File: src/rtl/alarm_pkg.sv
// Shared alarm types and derived timing helpers for the buzzer and controller.
package alarm_pkg;

    typedef enum logic [2:0] {
        ST_IDLE,
        ST_ON,
        ST_OFF,
        ST_SNOOZE,
        ST_DONE
    } alarm_buz_state_t;

    localparam int MS_PER_SEC = 1000;

    function automatic int cyc_per_ms(input int clk_hz);
        return clk_hz / 1000;
    endfunction

    function automatic int tone_half(input int clk_hz, input int tone_hz);
        return clk_hz / (2 * tone_hz);
    endfunction

endpackage

File: src/rtl/buzz_prescaler.sv
// Millisecond / second tick generator and buzzer tone phase.
// restart_i clears every counter; tone_restart_i clears only the tone phase.
module buzz_prescaler
    import alarm_pkg::*;
#(
    parameter int CLK_HZ  = 50_000_000,
    parameter int TONE_HZ = 2000
) (
    input  logic clk,
    input  logic rst,
    input  logic restart_i,
    input  logic tone_restart_i,
    output logic ms_tick_o,
    output logic sec_tick_o,
    output logic phase_nxt_o
);

    localparam int CYC_MS = cyc_per_ms(CLK_HZ);
    localparam int HALF   = tone_half(CLK_HZ, TONE_HZ);
    localparam int MW     = $clog2(CYC_MS + 1);
    localparam int SW     = $clog2(MS_PER_SEC + 1);
    localparam int TW     = $clog2(HALF + 1);

    logic [MW-1:0] ms_q, ms_d;
    logic [SW-1:0] sec_q, sec_d;
    logic [TW-1:0] tone_q, tone_d;
    logic          phase_q, phase_d;

    always_ff @(posedge clk or posedge rst) begin
        if (rst) begin
            ms_q    <= '0;
            sec_q   <= '0;
            tone_q  <= '0;
            phase_q <= 1'b0;
        end else begin
            ms_q    <= ms_d;
            sec_q   <= sec_d;
            tone_q  <= tone_d;
            phase_q <= phase_d;
        end
    end

    always_comb begin
        ms_tick_o  = (ms_q == MW'(CYC_MS - 1));
        sec_tick_o = ms_tick_o && (sec_q == SW'(MS_PER_SEC - 1));
        ms_d       = ms_tick_o ? '0 : ms_q + 1'b1;
        sec_d      = sec_q;
        if (sec_tick_o) begin
            sec_d = '0;
        end else if (ms_tick_o) begin
            sec_d = sec_q + 1'b1;
        end
        tone_d  = tone_q + 1'b1;
        phase_d = phase_q;
        if (tone_q == TW'(HALF - 1)) begin
            tone_d  = '0;
            phase_d = ~phase_q;
        end
        if (restart_i) begin
            ms_d  = '0;
            sec_d = '0;
        end
        if (restart_i || tone_restart_i) begin
            tone_d  = '0;
            phase_d = 1'b0;
        end
        phase_nxt_o = phase_d;
    end

endmodule

File: src/rtl/alarm_buzzer.sv
// Beep-pattern FSM with timeout auto-stop; snooze built only with ALARM_SNOOZE_EN.
// Outputs are registered from the next state so they line up with the state register.
module alarm_buzzer
    import alarm_pkg::*;
#(
    parameter int CLK_HZ      = 50_000_000,
    parameter int TONE_HZ     = 2000,
    parameter int BEEP_ON_MS  = 250,
    parameter int BEEP_OFF_MS = 250,
    parameter int TIMEOUT_S   = 60,
    parameter int SNOOZE_S    = 300
) (
    input  logic clk,
    input  logic rst,
    input  logic alarm_ringing,
    input  logic snooze_p,
    output logic buzzer_out,
    output logic beep_active,
    output logic snoozing,
    output logic auto_stop_p
);

    localparam int BMAX = (BEEP_ON_MS > BEEP_OFF_MS) ? BEEP_ON_MS : BEEP_OFF_MS;
    localparam int BW   = $clog2(BMAX + 1);
    localparam int TOW  = $clog2(TIMEOUT_S + 1);

    alarm_buz_state_t state_q, state_d;
    logic [BW-1:0]    beep_q, beep_d;
    logic [TOW-1:0]   to_q, to_d;
    logic             buzz_q, buzz_d;
    logic             act_q, act_d;
    logic             stop_q, stop_d;

    logic ms_tick, sec_tick, phase_nxt;
    logic restart, tone_restart;
    logic in_pat_q, in_pat_d;
    logic timeout, beep_done, snz_req, snz_done;

    buzz_prescaler #(
        .CLK_HZ (CLK_HZ),
        .TONE_HZ(TONE_HZ)
    ) u_pre (
        .clk           (clk),
        .rst           (rst),
        .restart_i     (restart),
        .tone_restart_i(tone_restart),
        .ms_tick_o     (ms_tick),
        .sec_tick_o    (sec_tick),
        .phase_nxt_o   (phase_nxt)
    );

`ifdef ALARM_SNOOZE_EN
    localparam int SNW = $clog2(SNOOZE_S + 1);
    logic [SNW-1:0] sn_q, sn_d;
    logic           snz_out_q;

    always_ff @(posedge clk or posedge rst) begin
        if (rst) begin
            sn_q      <= '0;
            snz_out_q <= 1'b0;
        end else begin
            sn_q      <= sn_d;
            snz_out_q <= (state_d == ST_SNOOZE);
        end
    end

    always_comb begin
        sn_d = '0;
        if (state_q == ST_SNOOZE && state_d == ST_SNOOZE) begin
            sn_d = sec_tick ? sn_q + 1'b1 : sn_q;
        end
    end

    assign snz_req  = snooze_p;
    assign snz_done = sec_tick && (sn_q == SNW'(SNOOZE_S - 1));
    assign snoozing = snz_out_q;
`else
    logic unused_cfg;
    assign unused_cfg = snooze_p ^ (SNOOZE_S > 0);
    assign snz_req    = 1'b0;
    assign snz_done   = 1'b0;
    assign snoozing   = 1'b0;
`endif

    always_ff @(posedge clk or posedge rst) begin
        if (rst) begin
            state_q <= ST_IDLE;
            beep_q  <= '0;
            to_q    <= '0;
            buzz_q  <= 1'b0;
            act_q   <= 1'b0;
            stop_q  <= 1'b0;
        end else begin
            state_q <= state_d;
            beep_q  <= beep_d;
            to_q    <= to_d;
            buzz_q  <= buzz_d;
            act_q   <= act_d;
            stop_q  <= stop_d;
        end
    end

    assign in_pat_q  = (state_q == ST_ON) || (state_q == ST_OFF);
    assign timeout   = sec_tick && (to_q == TOW'(TIMEOUT_S - 1));
    assign beep_done = ms_tick && (beep_q == ((state_q == ST_ON) ?
                       BW'(BEEP_ON_MS - 1) : BW'(BEEP_OFF_MS - 1)));

    // Priority: alarm drop, then timeout, then snooze, then beep toggle.
    always_comb begin
        state_d = state_q;
        unique case (state_q)
            ST_IDLE: state_d = ST_ON;
            ST_ON, ST_OFF: begin
                if (timeout) begin
                    state_d = ST_DONE;
                end else if (snz_req) begin
                    state_d = ST_SNOOZE;
                end else if (beep_done) begin
                    state_d = (state_q == ST_ON) ? ST_OFF : ST_ON;
                end
            end
            ST_SNOOZE: state_d = snz_done ? ST_ON : ST_SNOOZE;
            ST_DONE:   state_d = ST_DONE;
            default:   state_d = ST_IDLE;
        endcase
        if (!alarm_ringing) begin
            state_d = ST_IDLE;
        end
    end

    always_comb begin
        in_pat_d     = (state_d == ST_ON) || (state_d == ST_OFF);
        restart      = ((state_q == ST_IDLE) && (state_d == ST_ON)) ||
                       ((state_q != ST_SNOOZE) && (state_d == ST_SNOOZE));
        tone_restart = (state_q != ST_ON) && (state_d == ST_ON);
        beep_d       = beep_q;
        if (state_d != state_q) begin
            beep_d = '0;
        end else if (ms_tick && in_pat_q) begin
            beep_d = beep_q + 1'b1;
        end
        to_d = '0;
        if (in_pat_q && in_pat_d) begin
            to_d = sec_tick ? to_q + 1'b1 : to_q;
        end
    end

    always_comb begin
        buzz_d = (state_d == ST_ON) && phase_nxt;
        act_d  = in_pat_d;
        stop_d = in_pat_q && (state_d == ST_DONE);
    end

    assign buzzer_out  = buzz_q;
    assign beep_active = act_q;
    assign auto_stop_p = stop_q;

endmodule

File: config.mk
export PLATFORM = sky130hd
export DESIGN_NAME = alarm_buzzer
export DESIGN_NICKNAME = d
export VERILOG_FILES = /design/src/rtl/alarm_pkg.sv /design/src/rtl/buzz_prescaler.sv /design/src/rtl/alarm_buzzer.sv
export SDC_FILE = /design/constraint.sdc
export NUM_CORES = 1
export LEC_CHECK = 0
export ABC_AREA = 0
export CAP_MARGIN = 20
export CORE_ASPECT_RATIO = 1.25
export CORE_MARGIN = 1
export CORE_UTILIZATION = 44
export DETAILED_ROUTE_END_ITERATION = 16
export SKIP_LAST_GASP = 1
export SLEW_MARGIN = 30
export SYNTH_ARGS = -nofsm -noshare
export SYNTH_HDL_FRONTEND = slang
export SYNTH_SLANG_ARGS = --single-unit
File: constraint.sdc
create_clock -name clk -period 2 [get_ports clk]
set_input_delay 0.4 -clock clk [delete_from_list [all_inputs] [get_ports clk]]
set_output_delay 0.4 -clock clk [all_outputs]
set_load 0.02 [all_outputs]
Yosys cells after proc, flatten, opt, wreduce, memory -nomap -nowiden
Index checks and enable logic that the tools add are counted.
{ "word_totals": {"rom_bits": 0, "word_cells": 69, "inputBits": 4, "reg_bits": 61, "latch_bits": 0, "memories": 0, "output_inout_bits": 4, "mem_bits_rw": 0} }
{ "classes": {"n_mul": 0, "bitwise": 1, "reduce_logical": 18, "n_addsub": 5, "muxes": 18, "div": 0, "magnitude_cmp": 0, "n_shift": 0, "eq_ne": 17} }
{ "op_table": {"columns": ["cell", "n"], "rows": [
  ["$mux 16", 2],
  ["$mux 10", 3],
  ["$mux 14", 2],
  ["$add 16x1->16 const B", 1],
  ["$eq 16x16->1 const B", 1],
  ["$mux 8", 2],
  ["$add 14x1->14 const B", 1],
  ["$eq 14x14->1 const B", 1],
  ["$eq 3x2->1 const B", 4],
  ["$mux 6", 2],
  ["$pmux 3 s4", 1],
  ["$add 10x1->10 const B", 1],
  ["$eq 10x10->1 const B", 1],
  ["$logic_and 1x1->1", 10],
  ["$mux 3", 3],
  ["$add 8x1->8 const B", 1],
  ["$eq 8x8->1 const B", 1],
  ["$add 6x1->6 const B", 1],
  ["$eq 3x1->1 const B", 2],
  ["$eq 3x3->1 const B", 2],
  ["$eq 6x6->1 const B", 1],
  ["$logic_or 1x1->1", 4],
  ["$logic_not 3->1", 1],
  ["$ne 3x1->1 const B", 1],
  ["9 further kinds", 10]
]} }

Depth between registers and ports, before layout
Gate-level depths: netlist (run 1).
{ "depth": {"depth_word": 12, "ltp_mapped": 9, "ltp_nobuf": 7} }

By module
A second synthesis (run 1) with hierarchy kept.
{ "hier_totals": {"hier_cells": 331, "area_unflattened_um2": 3268.1} }
{ "by_module_without_submodules": {"columns": ["module", "seq_area_each_um2", "instances", "cells_each", "area_each_um2"], "rows": [
  ["buzz_prescaler", 1026.0, 1, 218, 2134.5],
  ["alarm_buzzer", 500.5, 1, 113, 1133.6]
]} }

Worst setup path before layout (run 1)
Ideal clock, no wire load.
{ "synth_path": {"path_kind": "flip-flop to flip-flop", "from": "register u_pre.ms_q[0]", "to": "register beep_q[1]", "path_stages_with_launch": 9, "slack_ns": -0.095, "t_required_ns": 1.914, "t_arrival_ns": 2.009, "setup_ns": 0.086, "cell_sequence": "dfrtp_1 ha_1 and3_1 clkbuf_1 nand4_1 buf_2 nor3_1 mux2_2 nor3_1"} }
{ "synth_via": {"elab_chain_len": 8, "word_cells_on_any_way": 12, "classes_between": "eq/ne: 2; mux: 5; reduce/logical: 5"} }
{ "synth_lines": {"columns": ["element", "line", "source"], "rows": [
  ["start, declared", "buzz_prescaler.sv:24", "logic [MW-1:0] ms_q, ms_d;"],
  ["start signal, assigned", "buzz_prescaler.sv:36", "ms_q <= ms_d;"],
  ["$eq 16x16->1 *", "buzz_prescaler.sv:44", "ms_tick_o = (ms_q == MW'(CYC_MS - 1));"],
  ["$logic_and 1x1->1, on equally long branches", "alarm_buzzer.sv:105, buzz_prescaler.sv:45", null],
  ["$mux 3 or $logic_and 1x1->1 (tied branches)", "alarm_buzzer.sv:118, alarm_buzzer.sv:104", null],
  ["$mux 3", "alarm_buzzer.sv:114", "if (timeout) begin"],
  ["$pmux 3 s4", "alarm_buzzer.sv:111", "unique case (state_q)"],
  ["$mux 3", "alarm_buzzer.sv:126", "if (!alarm_ringing) begin"],
  ["$ne 3x3->1", "alarm_buzzer.sv:137", "if (state_d != state_q) begin"],
  ["$mux 8 or $reduce_bool 2->1 (tied branches)", null, null],
  ["end signal, assigned", "alarm_buzzer.sv:95", "beep_q <= beep_d;"],
  ["end, declared", "alarm_buzzer.sv:28", "logic [BW-1:0] beep_q, beep_d;"]
]} }
Mark *: on every way between the ends. The rest lies on a longest branch, timed or not.
A chain may end at the register's enable or synchronous reset.

Worst setup path after layout (run 1)
{ "layout_path": {"from": "register u_pre.ms_q[0]", "to": "register u_pre.tone_q[2]"} }
{ "layout_via": {"elab_chain_len": 11, "word_cells_on_any_way": 16, "classes_between": "eq/ne: 3; mux: 5; reduce/logical: 8"} }
{ "layout_lines": {"columns": ["element", "line", "source"], "rows": [
  ["$eq 16x16->1 *", "buzz_prescaler.sv:44", null],
  ["$logic_and 1x1->1, on equally long branches", "alarm_buzzer.sv:105, buzz_prescaler.sv:45", null],
  ["$mux 3 or $logic_and 1x1->1 (tied branches)", "alarm_buzzer.sv:118, alarm_buzzer.sv:104", null],
  ["$mux 3 *", "alarm_buzzer.sv:114", null],
  ["$pmux 3 s4 *", "alarm_buzzer.sv:111", null],
  ["$mux 3 *", "alarm_buzzer.sv:126", null],
  ["$eq 3x1->1 or $eq 3x2->1 (tied branches)", "alarm_buzzer.sv:133, alarm_buzzer.sv:135, alarm_buzzer.sv:134", null],
  ["$logic_and 1x1->1, on equally long branches", "alarm_buzzer.sv:133, alarm_buzzer.sv:134", null],
  ["$logic_or 1x1->1", "alarm_buzzer.sv:133", "restart = ((state_q == ST_IDLE) && (state_d == ST_ON)) ||"],
  ["$logic_or 1x1->1 *", "buzz_prescaler.sv:63", "if (restart_i || tone_restart_i) begin"],
  ["$mux 14 *", "buzz_prescaler.sv:63", null],
  ["via u_pre.tone_d[2]", "buzz_prescaler.sv:26", "logic [TW-1:0] tone_q, tone_d;"],
  ["end signal, assigned", "buzz_prescaler.sv:38", "tone_q <= tone_d;"],
  ["end, declared", "buzz_prescaler.sv:26", null]
]} }
The timed path passes the listed nets; every way through them passes the cells marked *.

==> metrics.md, run 1 <==
| Metric | Value |
|---|---|
| Status | `finished with violations` |
| Failing checks | `negative setup slack` |
| WL/cell | `13.8 um` |
| Iteration-0 DRC Markers | `143` |
| Period utilisation layout | `1.01` |
| Max Root-Sink Buffers | `2` |
| Commonest non-fill, non-tap cells in the layout | `61 x dfrtp_1, 57 x nor2_1, 39 x buf_4` |
| Pre-CTS WS | `-0.0971 ns` |
| Sequential area share after synthesis | `0.473` |
| CTS tree | `built` |
| Reg power frac | `0.528` |
| Number of synthesized register bits | `61` |
| Worst-margin pin slew | `0.517 ns` |
| Clk_lat worst skew | `0.34 ns` |
| Final Hold Fails | `0` |
| Hold Buf Count CTS | `0` |
| Finish-stage setup viols | `12` |
| Sw Pwr | `668 uW` |
| Dominant cells by area after synthesis | `dfrtp_1 47%, xor2_1 7.9%, nor2_1 6.7%` |
| RSZ-0062 raised after global routing | `yes` |
| Die ar. | `7690 um^2` |
| Post-DP HPWL | `4650 um` |
| Inst Count DP | `approximately 460` |
| Rel. slew slack | `0.652` |
| R2R cell count | `10` |
| Rows | `34` |
| Max rail drop VDD | `0.000547 V` |
| Die height | `97.8 um` |
| Clk Tree Root Cell | `clkbuf_8` |
| Die width | `78.6 um` |
| # clock sinks | `slightly above 60` |
| Final clock skew | `0.00939 ns` |
| GPL Wtd Cong | `roughly 0.85` |
| Worst Hold Class | `input pin to async pin` |
| Post-layout min period | `2.02 ns` |
| Layout fillers | `approximately 630` |
| H-tree levels | `3` |
| Gate power share | `0.092` |
| Hold slack | `0.378 ns` |
| Power Dens Cells | `645 nW/um^2` |
| Worst r2r src | `u_pre.ms_q[0]` |
| CP Data Arrival Time | `2.24 ns` |
| CP required | `2.22 ns` |
| CP Class | `flop to flop` |
| Syn nets | `343` |
| All-Layer GR Usage | `0.189` |
| Via/cell ratio | `roughly 5.3` |
| Clock network fraction of total power | `0.380` |
| Non-filler instance count after layout | `between 400 and 500` |
| TritonCTS Buffers | `9` |
| Cell Area, Synth | `approximately 3200 um^2` |
| Synth Instances | `333` |
| Number of distinct library cells after synthesis | `45` |
| Antenna violations before repair | `0` |
| Vias in the first global route | `2,509` |
| Register area | `1530 um^2` |
| Async set-reset flop share out of synthesis | `1.00` |
| Commonest non-fill, non-tap cell in the layout | `dfrtp_1` |
| Top Ports | `8` |
| Pin count of the biggest net entering global routing | `24` |
| Yosys top cell by area | `dfrtp_1` |
| DR vias | `2,544` |
| Pleak | `1.82 nW` |
| GR Overflow Total | `0` |
| Worst-path fanout max | `8` |
| Core area | `7020 um^2` |
| Startpoint Class | `flop` |
| Primary FF master, synth | `dfrtp_1` |
| Pins Over Slew Limit | `0` |
| Port Buffers | `5` |
| Fmax | `0.495 GHz` |
| Critical Path Sink Type | `flop` |
| Sw Ratio | `0.258` |
| Synthesis-to-layout area growth | `24.3%` |
| Finished Core Util | `0.572` |
| Diodes inserted | `0` |
| Clock-pin slew on the worst setup and hold paths | `approximately 0.07 ns` |
| Total Routed Length | `approximately 6600 um` |
| Post-route ant nets | `0` |
| Nets@finish | `395` |
| DRT Pass-1 Iters | `5` |
| Mean area per synthesized cell | `between 9 and 10 um^2` |
| DRC violations left | `0` |
| Synth warn | `0` |
| Multi-input gate area | `roughly 1700 um^2` |
| Total of max-cap violations | `0` |
| First-pass GRT wire length | `around 11,000 um` |
| Reg2reg end | `u_pre.tone_q[2]` |
| Worst R2R Setup Slack | `-0.02 ns` |
| Share of the synthesized area in the top cell type | `0.473` |
| Initial Utilization | `0.460` |
| Int Pwr | `~1.9 mW` |
| Worst setup margin | `-0.0201 ns` |
| EDFF count, synth | `0` |
| Proportion of layout cells with a drive suffix above 1 | `0.231` |
==> state kept, by name (all words and copies together), names as in the netlist <==
register	cells
u_pre.phase_q	1
beep_active	1
u_pre.ms_q	16
state_q	3
u_pre.tone_q	14
to_q	6
beep_q	8
u_pre.sec_q	10
auto_stop_p	1
buzzer_out	1
==> worst max-delay path, stage by stage (launching register included) <==
cell and delay (ns):
dfrtp_1 0.38, ha_1 0.22, and3_4 0.19, buf_4 0.15
nand4_1 0.08, buf_4 0.14, nor4_4 0.05, buf_4 0.18
o41ai_4 0.29, buf_6 0.18, nor2_1 0.05
==> synthesized netlist by cell type, types with 2 or more instances <==
master	n
xnor2_1	18
clkbuf_1	4
nor2_1	58
nor4_4	3
o21ai_0	5
nand3_1	20
nor3_1	21
a21oi_1	5
ha_1	6
a31oi_1	2
buf_2	4
and3_1	10
or3_1	3
xor2_1	29
and4_1	4
dfrtp_1	61
inv_1	7
a21o_1	2
buf_4	2
nor2b_1	2
nor4_1	3
nand4_1	15
nand2_1	23
mux2i_1	2
nand2b_1	4
==> through the flow <==
step	TNS, ns	power [mW]	cell area [um^2]
after floorplan	-0.345	1.53	3240
after global placement	-0.535	1.62	3710
after detailed placement	-1.51	1.62	3710
after CTS	-0.0342	2.62	3930
after global routing	-1.59	2.73	4010
final	-0.124	2.59	4010
==> cell families (layout without fill, tap and decap cells) <==
group / Yosys count / after routing / synth area share
compound gates: 22 / 22 / 0.0527
fa+ha+maj: 6 / 6 / 0.0232
flops: 61 / 61 / 0.473
buf+inv: 17 / 74 / 0.0236
other cells: 1 / 1 / 0.00116
mux: 3 / 3 / 0.00969
simple gates: 176 / 176 / 0.289
xor+xnor: 47 / 47 / 0.127
==> area by class of cell <==
cell class              instances  area share
multi-input cells             255       0.427
repair buffers                 51       0.114
inverters                       7     0.00655
clock inverters                 4     0.00561
flip-flops and latches         61       0.380
clock buffers                  12      0.0387
well taps                      90      0.0281
==> repair_timing <==
| item | CTS | global route |
|---|---|---|
| gates resized for setup | 8 | 11 |
| setup buffers | 0 | 3 |
| hold endpoints to repair | 0 | 0 |
| pin swaps | 5 | 12 |
| endpoints found under the setup margin | 29 | 37 |
==> how the worst max path moves through the flow <==
stage,start,end,slack [ns],cells past startpoint
2_1_floorplan,u_pre.ms_q[0],u_pre.tone_q[13],-0.05,8
3_3_place_gp,u_pre.sec_q[1],beep_q[7],-0.04,7
3_5_place_dp,u_pre.sec_q[1],beep_q[2],-0.1,7
4_1_cts,u_pre.sec_q[1],to_q[5],-0.03,7
5_1_grt,u_pre.sec_q[1],beep_q[6],-0.09,7
6_report,u_pre.ms_q[0],u_pre.tone_q[2],-0.02,10
==> routing by layer <==
metal  GRT usage  wire [um]
met5           0          0
met3      0.0308        125
met2       0.322       3440
met1       0.227       2900
met4       0.103        159
==> power groups by stage <==
stage | combinational (mW) | clock (mW) | sequential, mW
floorplan | 0.158 | 0 | 1.37
global placement | 0.232 | 0 | 1.38
detailed placement | 0.233 | 0 | 1.38
CTS | 0.238 | 1.01 | 1.36
global route | 0.273 | 1.08 | 1.38
finish | 0.238 | 0.984 | 1.36
No activity file was read; power rests on OpenSTA's default activity.
==> run 2, diff against run 1 <==
--- a/config.mk
+++ b/config.mk
@@ -7,10 +7,13 @@
 export LEC_CHECK = 0
 export ABC_AREA = 0
 export CAP_MARGIN = 20
+export CELL_PAD_IN_SITES_DETAIL_PLACEMENT = 1
+export CELL_PAD_IN_SITES_GLOBAL_PLACEMENT = 1
 export CORE_ASPECT_RATIO = 1.25
 export CORE_MARGIN = 1
 export CORE_UTILIZATION = 44
 export DETAILED_ROUTE_END_ITERATION = 16
+export PLACE_DENSITY_LB_ADDON = 0.1
 export SKIP_LAST_GASP = 1
 export SLEW_MARGIN = 30
 export SYNTH_ARGS = -nofsm -noshare
==> run 2 against run 1 <==
Effect of this change:
- the run still ends with negative setup slack left
- critical path type unchanged
- via count grew 1.7%
- worst hold slack gained 0.047 ns
- critical path depth shrank 2
- register-to-register slack is essentially flat
- sequential share of layout area shrank 0.13 points
- design area grew 0.34%
- worst setup slack lost 0.0026 ns
- utilization grew 0.20 points
- die area is the same
==> metrics.md, run 2 (synthesis results as in run 1) <==
| Metric | Value |
|---|---|
| Final clock skew | `0.00997 ns (was 0.00939 ns)` |
| Pin count of the biggest net entering global routing | `62 (was 24)` |
| Max rail drop VDD | `0.000495 V (was 0.000547 V)` |
| Crit path buf inv count | `2 (was 4)` |
| Register area | `1530 um^2 (unchanged)` |
| Crit path cell chain | `ha_1, and3_4, and4_4, buf_4, a31o_2, nor4_4, buf_4, nor2_1 (was ha_1, and3_4, buf_4, nand4_1, buf_4, nor4_4, buf_4, o41ai_4, buf_6, nor2_1)` |
| Total Routed Length | `7480 um (was 6620 um)` |
| Rel. slew slack | `0.628 (was 0.652)` |
| Layout fillers | `801 (was 625)` |
| Cell area after placement | `3700 um^2 (was 3710 um^2)` |
| Commonest non-fill, non-tap cells in the layout | `61 x dfrtp_1, 58 x nor2_1, 47 x buf_4 (was 61 x dfrtp_1, 57 x nor2_1, 39 x buf_4)` |
| Slowest stage delay, CP | `0.39 ns (was 0.38 ns)` |
| Commonest non-fill, non-tap cell in the layout | `dfrtp_1 (unchanged)` |
| Period utilisation layout | `1.01 (about the same)` |
| Final instance area | `4030 um^2 (was 4010 um^2)` |
| Die height | `97.8 um (unchanged)` |
| Largest Register | `u_pre.ms_q (unchanged)` |
| Max Root-Sink Buffers | `2 (unchanged)` |
| WL/cell | `15.5 um (was 13.8 um)` |
| Top Ports | `8 (unchanged)` |
| Crit-path slowest cell | `dfrtp_1 (unchanged)` |
| Clk Tree Root Cell | `clkbuf_8 (unchanged)` |
| Reg power frac | `0.495 (was 0.528)` |
| Rows | `34 (unchanged)` |
| Worst r2r src | `u_pre.ms_q[0] (unchanged)` |
| Worst R2R Setup Slack | `-0.02 ns (about the same)` |
| Vias in the first global route | `2,768 (was 2,509)` |
| H-tree levels | `3 (unchanged)` |
| DRC violations left | `0 (unchanged)` |
| CP Class | `flop to flop (unchanged)` |
| Worst Hold Class | `input pin to async pin (unchanged)` |
| Worst-path fanout max | `7 (was 8)` |
| Initial Utilization | `0.460 (unchanged)` |
| Core area | `7020 um^2 (unchanged)` |
| Pleak | `1.84 nW (was 1.82 nW)` |
| TritonCTS Buffers | `9 (unchanged)` |
| Post-layout min period | `2.02 ns (about the same)` |
| Clock network fraction of total power | `0.415 (was 0.380)` |
| Finish-stage setup viols | `7 (was 12)` |
| Clk_lat worst skew | `0.34 ns (about the same)` |
| Pins Over Slew Limit | `0 (unchanged)` |
| CP Data Arrival Time | `2.25 ns (was 2.24 ns)` |
| Diodes inserted | `0 (unchanged)` |
| # clock sinks | `61 (unchanged)` |
| Setup_tns | `-0.133 ns (was -0.124 ns)` |
| Sw Pwr | `672 uW (was 668 uW)` |
| Synthesis-to-layout area growth | `24.7% (was 24.3%)` |
| Die width | `78.6 um (unchanged)` |
| Nets@finish | `399 (was 395)` |
| All-Layer GR Usage | `0.220 (was 0.189)` |
| GPL Wtd Cong | `0.762 (was 0.854)` |
| Gate power share | `0.091 (was 0.092)` |
| Max reg flops | `16 (unchanged)` |
| Multi-input gate area | `1710 um^2 (about the same)` |
| Total of max-cap violations | `0 (unchanged)` |
| Die ar. | `7690 um^2 (unchanged)` |
| Int Pwr | `2.09 mW (was 1.92 mW)` |
| RSZ-0062 raised after global routing | `yes (unchanged)` |
| GR Overflow Total | `0 (unchanged)` |
| Post-DP HPWL | `5300 um (was 4650 um)` |
| First-pass GRT wire length | `13,200 um (was 11,200 um)` |
| Top delay family on crit path | `simple AND/OR/NAND/NOR gates (was buffers and inverters)` |
| Via/cell ratio | `5.35 (was 5.30)` |
| CP required | `2.23 ns (was 2.22 ns)` |
| Iteration-0 DRC Markers | `94 (was 143)` |
| Worst-margin pin slew | `0.555 ns (was 0.517 ns)` |
| Power Dens Cells | `685 nW/um^2 (was 645 nW/um^2)` |
| Proportion of layout cells with a drive suffix above 1 | `0.236 (was 0.231)` |
| Reg2reg end | `u_pre.tone_q[3] (was u_pre.tone_q[2])` |
| Failing checks | `negative setup slack (unchanged)` |
| R2R cell count | `8 (was 10)` |
| Sw Ratio | `0.243 (was 0.258)` |
| Status | `finished with violations (unchanged)` |
| CTS tree | `built (unchanged)` |
| CP dominant cell by count | `buf_4 (unchanged)` |
| Largest regs | `u_pre.ms_q (16), u_pre.tone_q (14), u_pre.sec_q (10) (unchanged)` |
| Critical Path Sink Type | `flop (unchanged)` |
| Clock-pin slew on the worst setup and hold paths | `0.07 ns (about the same)` |
| Startpoint Class | `flop (unchanged)` |
| Final Hold Fails | `0 (unchanged)` |
| Worst setup margin | `-0.0227 ns (was -0.0201 ns)` |
| DR vias | `2,588 (was 2,544)` |
| Port Buffers | `5 (unchanged)` |
| DRT Pass-1 Iters | `4 (was 5)` |
| Fmax | `0.494 GHz (was 0.495 GHz)` |
| Antenna violations before repair | `0 (unchanged)` |
| Post-route ant nets | `0 (unchanged)` |
[run 2: per-layer routing]
metal | vias up | routed length, um | GRT usage
li1 | 1266 | - | -
met1 | 1293 | 3280 | 0.276
met2 | 20 | 3940 | 0.372
met3 | 9 | 117 | 0.0374
met4 | 0 | 143 | 0.0926
met5 | - | 0 | 0
[run 2: power by group through the flow]
stage / Combinational, mW / Sequential (mW) / Clock, mW
after floorplan: 0.158 / 1.37 / 0
after global placement: 0.237 / 1.38 / 0
after detailed placement: 0.247 / 1.39 / 0
after CTS: 0.251 / 1.37 / 1.19
after global routing: 0.283 / 1.38 / 1.24
final: 0.250 / 1.36 / 1.14
[run 2: stage by stage]
| stage | instances | hold slack, ns | total power, mW | utilization | worst slack (ns) |
|---|---|---|---|---|---|
| 6_report | 484 | 0.425 | 2.76 | 0.574 | -0.0227 |
| 5_1_grt | 484 | 0.458 | 2.89 | 0.574 | -0.122 |
| 4_1_cts | 483 | 0.453 | 2.80 | 0.566 | -0.0248 |
| 3_5_place_dp | 463 | 0.527 | 1.63 | 0.528 | -0.207 |
| 3_3_place_gp | 463 | 0.511 | 1.62 | 0.528 | -0.152 |
| 2_1_floorplan | 333 | 0.433 | 1.53 | - | -0.0514 |
[run 2: timing repair]
item	4_1_cts	5_1_grt
setup endpoints to repair	38	38
buffers inserted	4	2
resized for setup	8	8
pin swaps	7	5
hold endpoints to repair	0	0
hold buffers	0	0
gates cloned	0	0
[run 2: worst min-delay path: cells and delay by family]
kind,cells,cell delay (ns)
buf+inv,3,0.76
[run 2: worst max-delay path by stage]
stage                    from               end  slack (ns)  cells past startpoint
3_5_place_dp    u_pre.ms_q[7]   u_pre.tone_q[2]       -0.21                      7
6_report        u_pre.ms_q[0]   u_pre.tone_q[3]       -0.02                      8
3_3_place_gp    u_pre.ms_q[7]   u_pre.tone_q[7]       -0.15                      7
4_1_cts        u_pre.sec_q[0]           to_q[5]       -0.02                      7
5_1_grt        u_pre.sec_q[0]         beep_q[2]       -0.12                      7
2_1_floorplan   u_pre.ms_q[0]  u_pre.tone_q[13]       -0.05                      8
[run 2: area by class of cell]
type	count	area share
clock buffer	12	0.0410
inverter	7	0.00653
multi-input combinational	255	0.424
tap	90	0.0280
sequential	61	0.379
clock inverter	4	0.0112
timing repair buffer	55	0.111
